File: config.mk
export PLATFORM = sky130hd
export DESIGN_NAME = seq_det_10110
export DESIGN_NICKNAME = d
export VERILOG_FILES = /design/src/rtl/seq_det_10110_pkg.sv /design/src/rtl/seq_det_10110_sat_counter.sv /design/src/rtl/seq_det_10110.sv
export SDC_FILE = /design/constraint.sdc
export NUM_CORES = 1
export LEC_CHECK = 0
export BUFFER_PORTS_ARGS = -buffer_cell sky130_fd_sc_hd__buf_2
export CAP_MARGIN = 20
export CORE_AREA = 4 4 41 43
export DETAILED_ROUTE_END_ITERATION = 8
export DIE_AREA = 0 0 45 47
export GPL_TIMING_DRIVEN = 1
export PLACE_DENSITY = 0.62
export SYNTH_ARGS = -nofsm -noshare
export SYNTH_HDL_FRONTEND = slang
export SYNTH_SLANG_ARGS = --single-unit
export TNS_END_PERCENT = 1
File: constraint.sdc
create_clock -name clk -period 3.25 [get_ports clk]
set_input_delay 0 -clock clk [delete_from_list [all_inputs] [get_ports clk]]
set_output_delay 0 -clock clk [all_outputs]
set_load 0.05 [all_outputs]
File: src/rtl/seq_det_10110_pkg.sv
// Shared definitions for the 1-0-1-1-0 serial sequence detector.
//   state_t : FSM state encoding (3 bits, IDLE = 0)
//   PATTERN : the detected bit sequence, MSB is the first bit received
package seq_det_10110_pkg;

  typedef enum logic [2:0] {
    IDLE  = 3'd0,
    S1    = 3'd1,
    S10   = 3'd2,
    S101  = 3'd3,
    S1011 = 3'd4,
    DET   = 3'd5
  } state_t;

  localparam logic [4:0] PATTERN = 5'b10110;

endpackage

File: src/rtl/seq_det_10110_sat_counter.sv
// Saturating up-counter used for the detector's match count.
// Ports:
//   clk   : clock, rising edge
//   rst_n : asynchronous active-low reset, clears count
//   inc   : increment request for this edge
//   count : current value, holds at all-ones instead of wrapping
module sat_counter #(
  parameter int unsigned WIDTH = 8
) (
  input  logic             clk,
  input  logic             rst_n,
  input  logic             inc,
  output logic [WIDTH-1:0] count
);

  always_ff @(posedge clk or negedge rst_n) begin
    if (!rst_n) begin
      count <= '0;
    end else if (inc && (count != '1)) begin
      count <= count + WIDTH'(1);
    end
  end

endmodule

File: src/rtl/seq_det_10110.sv
// Moore FSM detecting the serial pattern 1-0-1-1-0 (first bit first).
// Ports:
//   clk         : clock, all state changes on the rising edge
//   rst         : asynchronous active-low reset
//   in          : serial data bit, sampled every rising edge
//   out         : high for the single cycle the FSM sits in DET
//   match_count : saturating count of detections since reset
// Parameter CNT_W sets the match_count width (1..32).
// Build option: define SEQ_DET_10110_OVERLAP_EN to let the trailing "10"
// of a completed match start the next one; otherwise matches do not overlap.
module seq_det_10110
  import seq_det_10110_pkg::*;
#(
  parameter int unsigned CNT_W = 8
) (
  input  logic             clk,
  input  logic             rst,
  input  logic             in,
  output logic             out,
  output logic [CNT_W-1:0] match_count
);

  state_t state;
  state_t next_state;
  logic   enter_det;

  always_ff @(posedge clk or negedge rst) begin
    if (!rst) begin
      state <= IDLE;
    end else begin
      state <= next_state;
    end
  end

  always_comb begin
    next_state = IDLE;
    unique case (state)
      IDLE:    next_state = in ? S1    : IDLE;
      S1:      next_state = in ? S1    : S10;
      S10:     next_state = in ? S101  : IDLE;
      S101:    next_state = in ? S1011 : S10;
      S1011:   next_state = in ? S1    : DET;
`ifdef SEQ_DET_10110_OVERLAP_EN
      DET:     next_state = in ? S101  : IDLE;
`else
      DET:     next_state = in ? S1    : IDLE;
`endif
      default: next_state = IDLE;
    endcase
  end

  // DET is only ever entered from S1011, never held, so one increment per match.
  assign enter_det = (next_state == DET);
  assign out       = (state == DET);

  sat_counter #(
    .WIDTH(CNT_W)
  ) u_match_cnt (
    .clk   (clk),
    .rst_n (rst),
    .inc   (enter_det),
    .count (match_count)
  );

endmodule

Yosys cells after proc, flatten, opt, wreduce, memory -nomap -nowiden
Index checks and enable logic that the tools add are counted.
- divide/modulo/power cells: 0
- add/subtract/negate cells: 1
- order comparisons: 0
- multiply operators: 0
- equal/unequal tests: 7
- mux-type cells: 6
- shift-type cells: 0
- bitwise operators: 0
- reductions and logical operators: 3
- operator list (operator ; count):
    3-bit case mux with 5 select lines ; 1
    3-bit == test (second input constant) ; 3
    8-bit by 1-bit adder with 8-bit output (second input constant) ; 1
    8-bit != test (second input constant) ; 1
    3-bit by 2-bit == test with 1-bit output (second input constant) ; 2
    3-bit two-way mux ; 2
    2-bit two-way mux ; 2
    3-bit by 1-bit == test with 1-bit output (second input constant) ; 1
    3-bit logical NOT ; 1
    2-bit OR reduction ; 1
    1-bit logical AND ; 1
    1-bit two-way mux ; 1
- bits in registers: 11
- bits in read-only memories: 0
- memories: 0
- bits in latches: 0
- RAM bits: 0
- input port bits: 3
- output and inout port bits: 9

Depth between registers and ports, before layout
- depth after elaboration: 5
- gate-level depth with buffers: 5
- depth with buffers taken out: 5

By module
From an unflattened synthesis, not the netlist that was laid out.
- cell total of the unflattened synthesis: 48
- area total of the unflattened synthesis: 554.3 um^2
- by module, submodules not included (module ; cells each ; times used ; area an instance (um^2)):
    sat_counter ; 34 ; 1 ; 407.9
    seq_det_10110 ; 14 ; 1 ; 146.4

Worst setup path before layout
OpenSTA, ideal clock, no wires.
- path kind: reg2reg
- start point: register u_match_cnt.count[0]
- end point: register u_match_cnt.count[1]
- path buffers: 0
- slack: 1.363 ns
- stages on the path, launching flop included: 5
- required time: 3.125 ns
- clock period less this slack: 1.887 ns
- arrival: 1.762 ns
- cells stage by stage: dfrtp_1 ha_1 and4_2 a41oi_4 mux2_2
- word-level cells in the longest chain between the ends: 2
- elaborated cells between the ends (all ways): 3
- classes of those cells: 1 x add/sub; 1 x eq/ne; 1 x reduce/logical
- RTL lines (item ; RTL line ; RTL):
    start: declaration ; seq_det_10110_sat_counter.sv:13 ; output logic [WIDTH-1:0] count
    start signal: assignment ; seq_det_10110_sat_counter.sv:20 ; count <= count + WIDTH'(1);
    branches (longest 2 deep; another with 8-bit by 1-bit adder with 8-bit output) ; n/a ;
Parallel ways; which one is timed is not known.
A chain may end at the register's enable or synchronous reset.

Worst setup path in the final report
- start point: register state[1]
- end point: register u_match_cnt.count[1]
- word-level cells in the longest chain between the ends: 5
- elaborated cells between the ends (all ways): 10
- classes of those cells: 6 x eq/ne; 1 x mux; 3 x reduce/logical
- RTL lines (item ; RTL line ; RTL):
    start: declaration ; seq_det_10110.sv:23 ; state_t state;
    start signal: assignment ; seq_det_10110.sv:31 ; state <= next_state;
    3-bit == test / 3-bit logical NOT (equally long branches) ; seq_det_10110.sv:37 ; unique case (state)
    2-bit OR reduction (no source line) ; n/a ;
    3-bit case mux with 5 select lines (*) ; seq_det_10110.sv:37 ;
    3-bit == test (*) ; seq_det_10110.sv:53 ; assign enter_det = (next_state == DET);
    1-bit logical AND (*) ; seq_det_10110_sat_counter.sv:19 ; end else if (inc && (count != '1)) begin
Every way passes the cells marked *; elsewhere a longest branch is shown, timed or not.

==> metrics.txt <==
Bufs and invs on worst path 0; Final HPWL DP 642 um; max-slew violation total from the final report 0; worst path setup slack after routing 1510 ps; depth of the CTS H-tree 1; leftover overflow at the end of global routing 0; cell-by-cell trace of the critical path or4b_4, a41oi_4, mux2_2; family of cells with the greatest summed delay on the critical path simple AND/OR/NAND/NOR gates; most frequent cell after synthesis sky130_fd_sc_hd__dfrtp_1; unrepaired setup endpoints after global routing false; slowest cell on the critical path sky130_fd_sc_hd__or4b_4; clock slew at reported path FFs 60 ps; fraction of layout cells with a size suffix above 1 33.9%; transition time at the pin with the least slew margin 265 ps; sequential-to-total area share from yosys stat 51.6%; leakage 0.000312 uW; area of all sequential standard cells 275 um2; net total in the final layout 67; average detailed-routed wire length per instance 11.0 um; area of the mapped netlist 533 um2; drt total wl 844 um; number of buffers added by the clock tree synthesis step 3; pin count of the biggest net entering global routing 12; most frequent cells after synthesis sky130_fd_sc_hd__dfrtp_1 (11), sky130_fd_sc_hd__nand2_1 (8), sky130_fd_sc_hd__mux2_2 (4), sky130_fd_sc_hd__xnor2_1 (4), sky130_fd_sc_hd__nor2_1 (3); number of top-level pins 12; number of standard-cell rows in the floorplan 13; number of warnings reported in the yosys synthesis log 0; die outline area 2120 um2; starting density of the core 41.0%; Max-cap violations 0; relative max-transition margin 82.3%; Initial DRC Count 5; sum of negative setup slack 0 ps; Routed Antenna Nets 0; Synth-to-Final Area Change 20.7%; Fill cells 135; routability congestion estimate from global placement 0.744; fraction of post-synthesis cell area in the top cell type by area 51.6%; root buf cell sky130_fd_sc_hd__clkbuf_4; Gate Count Post-Synth 46; Die Ht 47 um; FFs w/ async S/R, synth 100%; maximum buffer depth of the clock tree 2; total of cells resized after clock tree synthesis 0; Final Setup Violations 0; Port Buffers 11; ranking of synthesized cells by area sky130_fd_sc_hd__dfrtp_1 (52%), sky130_fd_sc_hd__mux2_2 (8.5%), sky130_fd_sc_hd__xnor2_1 (6.6%), sky130_fd_sc_hd__nand2_1 (5.6%), sky130_fd_sc_hd__a41oi_4 (5.2%); Critical Path Sink Type flip-flop; total instance count after detailed placement 72; clock tree from TritonCTS yes; Post-Syn Area per Cell 11.6 um2; total power divided by cell area 520 nW/um2; cts hold-fix bufs 1; initial antenna violation count 0; first-pass GRT wire length 1.48 mm; Setup WS pre-CTS 1530 ps; width of the die 45 um; Cell Count, Final, Fillers Out 77; Final min period 1740 ps; leading area contributor after synthesis sky130_fd_sc_hd__dfrtp_1; placeable core area 1300 um2; Inserted Diodes 0; clk_lat worst skew 260 ps; worst-path maximum fanout 6; final std cell area, no fill 643 um2; final cycle utilization of the critical path 53.5%; cell area after placement 607 um2; post-detailed-route via-to-cell ratio 4.91; drt first pass iters 4; worst IR drop on VDD 0.342 mV; vias after detailed routing 378; required time of the critical path 3390 ps; classification of the worst setup path flip-flop to flip-flop; Final Skew 5.11 ps; DRC violations left 0; #FFs+latches synth 11; crit path launch type flip-flop; number of buffers inserted to repair setup after CTS 0; max incr delay on CP 570 ps; overall track demand over capacity in global routing 10.2%; status finished, final reports clean; Highest Clock Rate 0.575 GHz; class of the worst hold path input pin to flip-flop; final hold vios 0; dominant register cell in the synthesized netlist sky130_fd_sc_hd__dfrtp_1; count of cell types in the netlist 18; crit path DAT 1880 ps; total clock sinks 11; post-synthesis net count 50; number of enable-type register cells in the synthesized netlist 0; total area of multi-input combinational cells 254 um2; number of global-route vias before repair 347
## layout by cell type, fill, tap and decap left out
cell and instances:
sky130_fd_sc_hd__o21ai_0 2, sky130_fd_sc_hd__nand4b_1 1, sky130_fd_sc_hd__nand2_1 8, sky130_fd_sc_hd__nand2b_1 2, sky130_fd_sc_hd__nor3_1 1, sky130_fd_sc_hd__xor2_1 1, sky130_fd_sc_hd__a41oi_4 1, sky130_fd_sc_hd__clkbuf_1 1
sky130_fd_sc_hd__clkbuf_4 3, sky130_fd_sc_hd__nand3_1 1, sky130_fd_sc_hd__mux2_2 4, sky130_fd_sc_hd__dfrtp_1 11, sky130_fd_sc_hd__nand4_1 2, sky130_fd_sc_hd__or4b_4 1, sky130_fd_sc_hd__and4_2 1, sky130_fd_sc_hd__inv_1 1
sky130_fd_sc_hd__dlygate4sd3_1 1, sky130_fd_sc_hd__and3_1 1, sky130_fd_sc_hd__xnor2_1 4, sky130_fd_sc_hd__ha_1 1, sky130_fd_sc_hd__buf_2 11, sky130_fd_sc_hd__nor2_1 3
## worst min-delay path: stages
cell	delay, ps
sky130_fd_sc_hd__buf_2	120
sky130_fd_sc_hd__nand2_1	50
sky130_fd_sc_hd__o21ai_0	70
## registers in the layout, indices dropped and copies added (netlist names)
| register | flops |
|---|---|
| u_match_cnt.count | 8 |
| state | 3 |
## kinds of logic after synthesis
kind of cell / share of synthesized area (%)
and+or+nand+nor: 21.6
buffers and inverters: 0.704
DFF: 51.6
xor gates and xnor gates: 8.22
adders and majority gates: 2.35
AOI/OAI and AO/OA: 7.04
muxes: 8.45
## per-layer routing
metal  track usage [%]  wire (um)  share of wire (%)
met1              12.7        406                 48
met2              14.4        361                 43
met3              7.28         76                9.0
met4              1.75          0                  0
met5                 0          0                  0
## power breakdown
| part | internal, uW | switching [uW] | total (uW) |
|---|---|---|---|
| Sequential | 151 | 15.6 | 167 |
| Clock | 47.3 | 40.3 | 87.7 |
| Combinational | 23.2 | 56.1 | 79.4 |
## layout make-up
| type | instances | area share [%] |
|---|---|---|
| well taps | 15 | 2.92 |
| inverters | 1 | 0.584 |
| clock buffers | 4 | 4.09 |
| multi-input cells | 34 | 39.5 |
| flip-flops and latches | 11 | 42.8 |
| repair buffers | 12 | 10.1 |
## path summary, 6_finish.rpt
path                       startpoint                    to  slack [ps]  cells past startpoint
setup / recovery             state[1]  u_match_cnt.count[1]        1510                      3
hold / removal                     in              state[0]          20                      3
setup reg to reg             state[1]  u_match_cnt.count[1]        1510                      3
hold reg to reg              state[2]              state[1]         500                      1
max in group asynchronous         rst  u_match_cnt.count[2]        2920                      2
min in group asynchronous         rst  u_match_cnt.count[3]         130                      2
## per-stage QoR
step / hold WS (ps) / util [%] / power, uW
floorplan: -296 / - / 227
detailed placement: -120 / 46.6 / 249
CTS: 12.9 / 49.4 / 340
finish: 21.3 / 49.4 / 334
global placement: -120 / 46.6 / 248
global route: 30.3 / 49.4 / 358
Power figures use the tool's default switching activity.
